==> src/rtl/div_sequencer.sv <==
// Iterative restoring divider that sequences an external 32-bit subtract unit.
// Optional signed division is enabled by defining SIGNED_DIV_EN.
module div_sequencer #(
  parameter int WIDTH = 32
) (
  input  logic             clock,
  input  logic             clear,
  input  logic             start,
  input  logic [WIDTH-1:0] dividend,
  input  logic [WIDTH-1:0] divisor,
  input  logic             signed_op,
  output logic [WIDTH-1:0] sub_a,
  output logic [WIDTH-1:0] sub_b,
  input  logic [WIDTH-1:0] sub_diff,
  input  logic             sub_cout,
  output logic             busy,
  output logic             done,
  output logic [WIDTH-1:0] quotient,
  output logic [WIDTH-1:0] remainder,
  output logic             div_by_zero
);

  localparam int CW = (WIDTH > 1) ? $clog2(WIDTH) : 1;

  typedef enum logic [2:0] {
    IDLE,
    ITER,
    ZERO,
`ifdef SIGNED_DIV_EN
    FIX,
`endif
    DONE
  } state_t;

  state_t           state;
  logic [WIDTH-1:0] dreg;
  logic [WIDTH-1:0] quo;
  logic [WIDTH-1:0] rem;
  logic [CW-1:0]    cnt;
  logic [WIDTH-1:0] shifted;
  logic             take;
  logic [WIDTH-1:0] nextQuo;
  logic [WIDTH-1:0] nextRem;
  logic [WIDTH-1:0] dividendMag;
  logic [WIDTH-1:0] divisorMag;
  logic             dividendNeg;
  logic             divisorNeg;

`ifdef SIGNED_DIV_EN
  logic negQuo;
  logic negRem;

  assign dividendNeg = signed_op & dividend[WIDTH-1];
  assign divisorNeg  = signed_op & divisor[WIDTH-1];
`else
  logic unusedSignedOp;

  assign unusedSignedOp = signed_op;
  assign dividendNeg    = 1'b0;
  assign divisorNeg     = 1'b0;
`endif

  assign dividendMag = dividendNeg ? -dividend : dividend;
  assign divisorMag  = divisorNeg ? -divisor : divisor;

  // rem[MSB] set means the shifted partial remainder needs WIDTH+1 bits and always exceeds dreg
  assign shifted = {rem[WIDTH-2:0], quo[WIDTH-1]};
  assign take    = rem[WIDTH-1] | sub_cout;
  assign nextQuo = {quo[WIDTH-2:0], take};
  assign nextRem = take ? sub_diff : shifted;

  assign sub_a = (state == ITER) ? shifted : '0;
  assign sub_b = (state == ITER) ? dreg : '0;

  always_ff @(posedge clock) begin
    if (clear) begin
      state       <= IDLE;
      dreg        <= '0;
      quo         <= '0;
      rem         <= '0;
      cnt         <= '0;
      busy        <= 1'b0;
      done        <= 1'b0;
      quotient    <= '0;
      remainder   <= '0;
      div_by_zero <= 1'b0;
`ifdef SIGNED_DIV_EN
      negQuo      <= 1'b0;
      negRem      <= 1'b0;
`endif
    end else begin
      case (state)
        IDLE: begin
          if (start) begin
            busy        <= 1'b1;
            div_by_zero <= 1'b0;
            cnt         <= '0;
            if (divisor == '0) begin
              // Zero divisor skips ITER; ZERO supplies the single-cycle delay before done
              rem   <= dividend;
              state <= ZERO;
            end else begin
              dreg  <= divisorMag;
              quo   <= dividendMag;
              rem   <= '0;
              state <= ITER;
`ifdef SIGNED_DIV_EN
              negQuo <= dividendNeg ^ divisorNeg;
              negRem <= dividendNeg;
`endif
            end
          end
        end
        ITER: begin
          cnt <= cnt + 1'b1;
          quo <= nextQuo;
          rem <= nextRem;
          if (cnt == CW'(WIDTH - 1)) begin
`ifdef SIGNED_DIV_EN
            state <= FIX;
`else
            state     <= DONE;
            done      <= 1'b1;
            quotient  <= nextQuo;
            remainder <= nextRem;
`endif
          end
        end
`ifdef SIGNED_DIV_EN
        FIX: begin
          quotient  <= negQuo ? -quo : quo;
          remainder <= negRem ? -rem : rem;
          done      <= 1'b1;
          state     <= DONE;
        end
`endif
        ZERO: begin
          quotient    <= '1;
          remainder   <= rem;
          div_by_zero <= 1'b1;
          done        <= 1'b1;
          state       <= DONE;
        end
        DONE: begin
          done  <= 1'b0;
          busy  <= 1'b0;
          state <= IDLE;
        end
        default: state <= IDLE;
      endcase
    end
  end

endmodule

==> config.mk <==
export PLATFORM = sky130hd
export DESIGN_NAME = div_sequencer
export DESIGN_NICKNAME = d
export VERILOG_FILES = /design/src/rtl/div_sequencer.sv
export SDC_FILE = /design/constraint.sdc
export NUM_CORES = 1
export LEC_CHECK = 0
export CELL_PAD_IN_SITES_DETAIL_PLACEMENT = 1
export CELL_PAD_IN_SITES_GLOBAL_PLACEMENT = 1
export CORE_MARGIN = 5
export CORE_UTILIZATION = 37
export CTS_CLUSTER_SIZE = 30
export DETAILED_ROUTE_END_ITERATION = 12
export PLACE_DENSITY_LB_ADDON = 0.1
export SYNTH_ARGS = -nofsm -noshare
export SYNTH_HDL_FRONTEND = slang
export SYNTH_SLANG_ARGS = --single-unit
==> constraint.sdc <==
create_clock -name clock -period 2.15 [get_ports clock]
set_input_delay 0.3225 -clock clock [delete_from_list [all_inputs] [get_ports clock]]
set_output_delay 0.3225 -clock clock [all_outputs]
set_load 0.02 [all_outputs]
==> results of run 1 <==
-- stage by stage --
stage,setup WS (ns),total power [mW]
after floorplan,0.3029,10.09
after global placement,-0.1749,13.20
after detailed placement,-0.1812,13.39
after CTS,0.02064,16.58
after global routing,0.005852,17.49
final,0.07551,16.45
-- routing by layer --
layer  share of wire (%)  wire [um]  GRT usage, %
met1                  48      15830         31.98
met2                  45      14880         35.69
met3                 4.8       1565         3.667
met4                 1.4        471         5.399
met5                   0          0             0
-- registers in the layout, summed over array words and instances (netlist names) --
register	count
quotient	32
remainder	32
dreg	32
cnt	5
rem	32
done	1
busy	1
div_by_zero	1
state	2
quo	32
-- what timing repair did --
| item | 4_1_cts | 5_1_grt |
|---|---|---|
| resized for setup | 185 | 11 |
| setup buffers | 7 | 0 |
| gates cloned | 0 | 0 |
| endpoints found under the setup margin | 82 | 52 |
-- logic make-up after synthesis --
| group | synth area share, % |
|---|---|
| adders and majority gates | 0.9368 |
| buffers and inverters | 6.531 |
| DFF | 36.40 |
| and+or+nand+nor | 23.57 |
| AOI/OAI and AO/OA | 21.47 |
| muxes | 11.09 |
-- power breakdown --
group          leakage (nW)  switching [mW]  internal, mW
clock                 0.279            1.42          1.66
sequential             1.40           0.975          4.26
combinational          2.91            4.31          3.82
total                  4.58            6.70          9.74
-- final cells by class --
class / count / area (um^2) / area share (%)
inverter: 3 / 11.26 / 0.08674
multi-input combinational: 777 / 5374 / 41.39
tap: 330 / 412.9 / 3.180
antenna: 1 / 2.502 / 0.01928
timing repair buffer: 307 / 3199 / 24.64
clock buffer: 19 / 442.9 / 3.412
clock inverter: 13 / 133.9 / 1.031
sequential: 170 / 3406 / 26.23
-- worst max path at each step --
stage	startpoint	end	slack, ns	cells after the start
4_1_cts	state[0]	sub_a[11]	0.02	5
2_1_floorplan	state[1]	sub_b[10]	0.30	7
3_5_place_dp	divisor[2]	rem[3]	-0.18	8
5_1_grt	state[1]	sub_a[11]	0.006	6
3_3_place_gp	divisor[10]	rem[29]	-0.17	8
6_report	state[1]	sub_a[11]	0.08	6
-- Yosys cell counts, types with 6 or more instances --
| cell type | count |
|---|---|
| clkbuf_1 | 58 |
| mux2i_1 | 32 |
| nand4b_1 | 32 |
| nor4_1 | 8 |
| buf_4 | 10 |
| mux2_2 | 61 |
| o221ai_1 | 32 |
| nand4_1 | 32 |
| a211oi_1 | 54 |
| a211oi_2 | 12 |
| a21oi_1 | 57 |
| ha_1 | 7 |
| dfxtp_1 | 170 |
| nand2b_1 | 99 |
| nor2_1 | 82 |
| buf_6 | 6 |
| and2_1 | 66 |
| o22ai_1 | 32 |
| nand2_1 | 68 |
| buf_2 | 38 |
| o211ai_1 | 32 |
| a21oi_2 | 11 |
| a22oi_1 | 33 |
==> run metrics, run 1 <==
most frequent cells in the layout=dfxtp_1, clkdlybuf4s50_1, nand2b_1; commonest non-fill, non-tap cell in the layout=dfxtp_1; CP startpoint kind=register; DPL Wire Length=22,790 um; fillers=2,854; WL final=32,750 um; Area Overhead vs Synth=38.87%; Worst R2R End=rem[31]; worst r2r src=state[1]; RSZ-0062 raised after global routing=false; Critical Path End Type=output pin; worst-path cell chain=inv_2 > ha_4 > buf_4 > buf_12 > and2_1 > clkdlybuf4s15_2; Least-Margin Pin Slew=0.4487 ns; Avg WL per Cell=20.22 um; Starting Density=37.34%; GRT overflow=0; Worst-path clk slew=0.07 ns; worst path bufs/invs=4; Pre-antenna DRT Iters=4; Num CTS Buffers=17; final antenna-violating net count=0; Nets=1,384; CTS tree=done; Final Hold Slack=0.3772 ns; skew final=0.01228 ns; placed cell count=1,580; HP Class=primary input to register; first-pass GRT wire length=52,030 um; Initial DRC Count=682; area leader, netlist=dfxtp_1; IO Pins=232; slowest CP cell=dfxtp_2; I/O Buffers=230; asr flop ratio synth=0%; Max-Cap Viols=0; largest net degree at the start of global routing=74; Vias/cell=5.524; Crit path required time=1.83 ns; Rel. slew slack=70.08%; crit path max fanout=23; status=finished, final reports clean; Area contributors post-synth=dfxtp_1, mux2_2, nand2b_1; final hold vios=0; vias in the first global route=9,216; synth warn=0; proportion of layout cells with a drive suffix above 1=20.48%; Core Rows=58; PD cells=1267 mW/mm^2; core area=0.02504 mm^2; Hold EP=quotient[19]; period utilisation layout=96.49%; fin cells=1,620; CTS HTree Levels=4; die area=0.02855 mm^2; DRC Markers=0; Seq/Total Area, Yosys=36.40%; Skew-Pair Late Insertion Delay=0.43 ns; Post-synth EDFFs=0; maximum VDD drop=0.0005348 V; die extent in y=169.0 um; Fin Setup TNS=0 ns; Peak Freq=482.0 MHz; Reg2Reg Setup Slack=0.13 ns; CTS Buffer Depth=2; Clock Sinks=170; R2R depth=9; P_leak=4.581 nW; Post-Synthesis Cells=1,066; kind of critical path=register to output pin; critical path's largest stage delay=0.33 ns; CTS Hold Bufs=0; Largest delay share family, worst path=buffers and inverters; fin. max-slew vios=0; Setup Viol. Count Final=0; Syn Area/Cell=8.770 um^2; Worst EP arrival=1.75 ns; Layout Utilization=51.85%; GRT Total Usage=22.47%; Root Driver=clkbuf_16; post-synth top area share=36.40%; Final Critical Period=2.074 ns; post-synthesis cell area=0.009349 mm^2; via count=8,949; Post-DP Area=0.01233 mm^2; Mapped Nets=1,174; initial antenna violation count=1; synth unique cells=45; FF+latch count, synth=170; worst hold start=clear; Final Instance Area=0.01298 mm^2; gpl congestion=0.8353; ys flop type=dfxtp_1; Die X=169.0 um; hold depth=2
Power figures use the tool's default switching activity.
==> inputs of run 2 (changes only) <==
- CORE_MARGIN: 5 -> unset
==> run metrics, run 2 (same netlist as run 1, synthesis figures left out) <==
most frequent cells in the layout=dfxtp_1, clkdlybuf4s50_1, nand2b_1; worst setup path endpoint=sub_a[6]; die extent in y=161.0 um (-4.7%); R2R depth=8 (-1); skew final=0.01107 ns (-0.001216 ns); P_leak=4.646 nW (+1.4%); WL final=31,890 um (-2.6%); final antenna-violating net count=0 (unchanged); CTS Hold Bufs=0 (unchanged); initial antenna violation count=1 (unchanged); Starting Density=38.11% (+0.77 points); PD cells=1281 mW/mm^2 (+1.1%); Reg2Reg Setup Slack=0.16 ns (+0.03 ns); fillers=2,826 (-0.98%); Pre-antenna DRT Iters=5 (+1); crit path max fanout=10 (-57%); Final Critical Period=2.104 ns (+0.02960 ns); Worst R2R End=quo[12]; Core Rows=57 (-1.7%); via count=8,931 (-0.20%); Worst-path clk slew=0.07 ns (about the same); I/O Buffers=230 (unchanged); CTS Buffer Depth=2 (unchanged); kind of critical path=register to output pin; Skew-Pair Late Insertion Delay=0.43 ns (about the same); first-pass GRT wire length=50,720 um (-2.5%); maximum VDD drop=0.0007246 V (+35%); fin. max-slew vios=0 (unchanged); Vias/cell=5.578 (+0.98%); PnR worst setup slack=0.04591 ns (-0.02960 ns); Final Instance Area=0.01275 mm^2 (-1.8%); CP startpoint kind=register; proportion of layout cells with a drive suffix above 1=17.87% (-2.6 points); period utilisation layout=97.86% (+1.4 points); Nets=1,371 (-0.94%); GRT overflow=0 (unchanged); worst r2r src=state[1]; Root Driver=clkbuf_16; die area=0.02591 mm^2 (-9.2%); final hold vios=0 (unchanged); crit path launch=state[1]; RSZ-0062 raised after global routing=true; HP Class=primary input to register; CTS HTree Levels=4 (unchanged); GRT Total Usage=24.59% (+2.1 points); Setup Slack @ Placement=-0.1669 ns (+0.01422 ns); Fin Setup TNS=0 ns (unchanged); vias in the first global route=9,002 (-2.3%); Peak Freq=475.3 MHz (-1.4%); Initial DRC Count=493 (-28%); Least-Margin Pin Slew=0.4967 ns (+0.04792 ns); CTS tree=done; Clock Sinks=170 (unchanged); fin cells=1,601 (-1.2%); Post-DP Area=0.01222 mm^2 (-0.93%); gpl congestion=0.7906 (-5.4%); Avg WL per Cell=19.92 um (-1.5%); DPL Wire Length=21,510 um (-5.6%); IO Pins=232 (unchanged); Critical Path End Type=output pin; core area=0.02453 mm^2 (-2.0%); Num CTS Buffers=17 (unchanged); Worst EP arrival=1.78 ns (+0.03 ns); Rel. slew slack=66.89% (-3.2 points); DRC Markers=0 (unchanged); Final Hold Slack=0.3691 ns (-0.008089 ns); Setup Viol. Count Final=0 (unchanged); placed cell count=1,563 (-1.1%); status=finished, final reports clean; commonest non-fill, non-tap cell in the layout=dfxtp_1; Area Overhead vs Synth=36.34%; Die X=161.0 um (-4.7%); largest net degree at the start of global routing=77 (+4.1%); Max-Cap Viols=0 (unchanged); worst hold start=clear; Crit path required time=1.83 ns (about the same)
==> run 2: through the flow <==
stage                     utilization, %  total power, mW
after floorplan                        -            10.09
after CTS                          52.25            16.40
after detailed placement           49.79            13.28
after global routing               51.95            17.32
after global placement             49.79            13.08
final                              51.95            16.33
==> run 2: layout make-up <==
cell class                 instances  area [um^2]  area share [%]
antenna                            1        2.502         0.01963
clock buffer                      19        442.9           3.475
clock inverter                    13        132.6           1.041
inverter                           3        11.26         0.08835
multi-input combinational        777         5374           42.16
sequential                       170         3406           26.72
tap                              324        405.4           3.181
timing repair buffer             294         2972           23.31
==> run 2: how the worst min path moves through the flow <==
stage                     depth (start not counted)  slack (ns)       endpoint
final                                             3        0.37        dreg[7]
after global routing                              3        0.37        dreg[9]
after CTS                                         3        0.35        dreg[7]
after detailed placement                          2        0.44  remainder[21]
after global placement                            2        0.44  remainder[29]
after floorplan                                   2        0.44        dreg[0]
==> run 2: where the power goes <==
group	switching (mW)	internal [mW]	leakage (nW)
combinational	4.23	3.74	2.97
sequential	1.01	4.26	1.40
clock	1.44	1.66	0.281
==> run 2: critical path: stages, from the launching register on <==
cell and delay [ns]:
dfxtp_2 0.36, inv_2 0.07, ha_4 0.20, buf_4 0.15
buf_4 0.16, and2_1 0.16, clkdlybuf4s15_2 0.25
==> run 2: metal layers <==
| layer | GRT usage (%) | vias up | share of wire [%] |
|---|---|---|---|
| li1 | - | 4301 | - |
| met5 | 0 | - | 0 |
| met4 | 6.218 | 0 | 1.4 |
| met2 | 38.48 | 204 | 46 |
| met1 | 34.91 | 4397 | 49 |
| met3 | 4.029 | 29 | 3.7 |
==> run 2: timing repair <==
| item | in CTS | in global routing |
|---|---|---|
| gates resized for setup | 127 | 26 |
| endpoints found under the setup margin | 65 | 34 |
| cloned | 0 | 1 |
| endpoints found under the hold margin | 0 | 0 |
| setup buffers | 4 | 0 |
==> inputs of run 3 (changes only) <==
- CORE_ASPECT_RATIO: unset -> 1.2
- SKIP_LAST_GASP: unset -> 1
==> run metrics, run 3 (same netlist as run 1, synthesis figures left out) <==
gpl congestion=0.7974 (+0.86%); Starting Density=37.77% (-0.34 points); CTS tree=done; Avg WL per Cell=19.74 um (-0.88%); CTS Hold Bufs=0 (unchanged); IO Pins=232 (unchanged); Core Rows=63 (+11%); Least-Margin Pin Slew=0.4430 ns (-0.05368 ns); proportion of layout cells with a drive suffix above 1=17.82% (-0.050 points); initial antenna violation count=0 (-1); Nets=1,370 (-0.073%); PnR worst setup slack=0.08816 ns (+0.04225 ns); via count=8,897 (-0.38%); Max-Cap Viols=0 (unchanged); RSZ-0062 raised after global routing=false; Worst EP arrival=1.74 ns (-0.04 ns); I/O Buffers=230 (unchanged); die extent in y=176.1 um (+9.4%); period utilisation layout=95.90% (-2.0 points); kind of critical path=register to output pin; DPL Wire Length=21,870 um (+1.7%); worst r2r src=state[1]; CTS Buffer Depth=2 (unchanged); worst path bufs/invs=3 (-1); Worst-path clk slew=0.06 ns (about the same); worst-path cell chain=inv_2 > ha_4 > buf_12 > and2_1 > dlygate4sd2_1; Die X=147.1 um (-8.6%); Skew-Pair Late Insertion Delay=0.43 ns (about the same); core area=0.02475 mm^2 (+0.89%); Area Overhead vs Synth=35.87%; Worst R2R End=quo[9]; P_leak=4.650 nW (about the same); Layout Utilization=51.32% (-0.63 points); slowest CP cell=dfxtp_2; critical path's largest stage delay=0.34 ns (-0.02 ns); CTS HTree Levels=4 (unchanged); Root Driver=clkbuf_16; DRC Markers=0 (unchanged); vias in the first global route=9,012 (+0.11%); die area=0.02591 mm^2 (about the same); Critical Path End Type=output pin; CP startpoint kind=register; fin. max-slew vios=0 (unchanged); crit path max fanout=18 (+8); Largest delay share family, worst path=buffers and inverters; final antenna-violating net count=0 (unchanged); HP Class=primary input to register; Num CTS Buffers=17 (unchanged); worst hold start=clear; skew final=0.01557 ns (+0.004502 ns); status=finished, final reports clean; Hold EP=quo[1]; Initial DRC Count=493 (unchanged); largest net degree at the start of global routing=73 (-5.2%); Peak Freq=485.0 MHz (+2.0%); Reg2Reg Setup Slack=0.20 ns (+0.04 ns); Rel. slew slack=70.47% (+3.6 points); GRT Total Usage=24.42% (-0.17 points); Setup Slack @ Placement=-0.1103 ns (+0.05668 ns); Clock Sinks=170 (unchanged); PD cells=1276 mW/mm^2 (-0.37%); diodes inserted=0 (-1); first-pass GRT wire length=50,250 um (-0.91%); Crit path required time=1.83 ns (about the same); final hold vios=0 (unchanged); Setup Viol. Count Final=0 (unchanged); maximum VDD drop=0.0008283 V (+14%); R2R depth=7 (-1); Vias/cell=5.564 (-0.26%); most frequent cells in the layout=dfxtp_1, clkdlybuf4s50_1, nand2b_1; commonest non-fill, non-tap cell in the layout=dfxtp_1; Pre-antenna DRT Iters=6 (+1); WL final=31,570 um (-1.0%); Final Critical Period=2.062 ns (-0.04225 ns); hold depth=2 (-1); GRT overflow=0 (unchanged)
==> run 3: layout make-up <==
class	instances	area [um^2]
Clock inverter	10	83.83
Fill cell	2929	12050
Tap cell	325	406.6
Sequential cell	170	3406
Multi-Input combinational cell	777	5376
Timing Repair Buffer	293	2948
Clock buffer	21	470.5
Inverter	3	11.26
==> run 3: how the worst max path moves through the flow <==
stage                           start   endpoint  slack (ns)  cells after the start
after floorplan              state[1]  sub_b[10]        0.30                      7
after CTS                    state[1]   sub_a[4]       -0.06                      6
after global placement    divisor[10]     rem[8]       -0.11                      7
final                        state[1]  sub_a[17]        0.09                      5
after detailed placement  divisor[15]    quo[26]       -0.11                      7
after global routing         state[1]  sub_a[15]       0.002                      5
==> run 3: report_power, final <==
part           total, mW  switching [mW]  internal [mW]
clock network       2.96            1.37           1.59
registers           5.24           0.977           4.26
logic               8.01            4.25           3.76
total               16.2            6.60           9.61
==> run 3: metrics by stage <==
stage	cells	cell area [um^2]	power, mW	hold slack (ns)	setup TNS (ns)
final	1599	12700	16.21	0.3462	0
after global routing	1599	12700	17.22	0.3713	0
after CTS	1599	12870	16.38	0.3221	-0.06117
after detailed placement	1565	12310	13.41	0.4455	-5.192
after global placement	1565	12310	13.25	0.4398	-5.689
after floorplan	1066	9349	10.09	0.4441	0
==> run 3: per-layer routing <==
layer / global-route usage [%] / vias up / wire length (um)
li1: - / 4292 / -
met1: 33.17 / 4349 / 14770
met2: 40.23 / 239 / 14990
met3: 4.289 / 17 / 1500
met4: 5.369 / 0 / 309
met5: 0 / - / 0
==> run 3: timing repair <==
action,4_1_cts,5_1_grt
endpoints found under the setup margin,63,35
resized for setup,126,37
pin swaps,1,0
buffers inserted,3,0
gates cloned,0,0
==> run 3: worst register-to-register path, stage by stage (launching register included) <==
cell and delay (ns):
dfxtp_2 0.34, inv_2 0.09, ha_4 0.23, buf_12 0.16
buf_4 0.40, mux2_2 0.40, nand2_1 0.08, o221ai_1 0.12
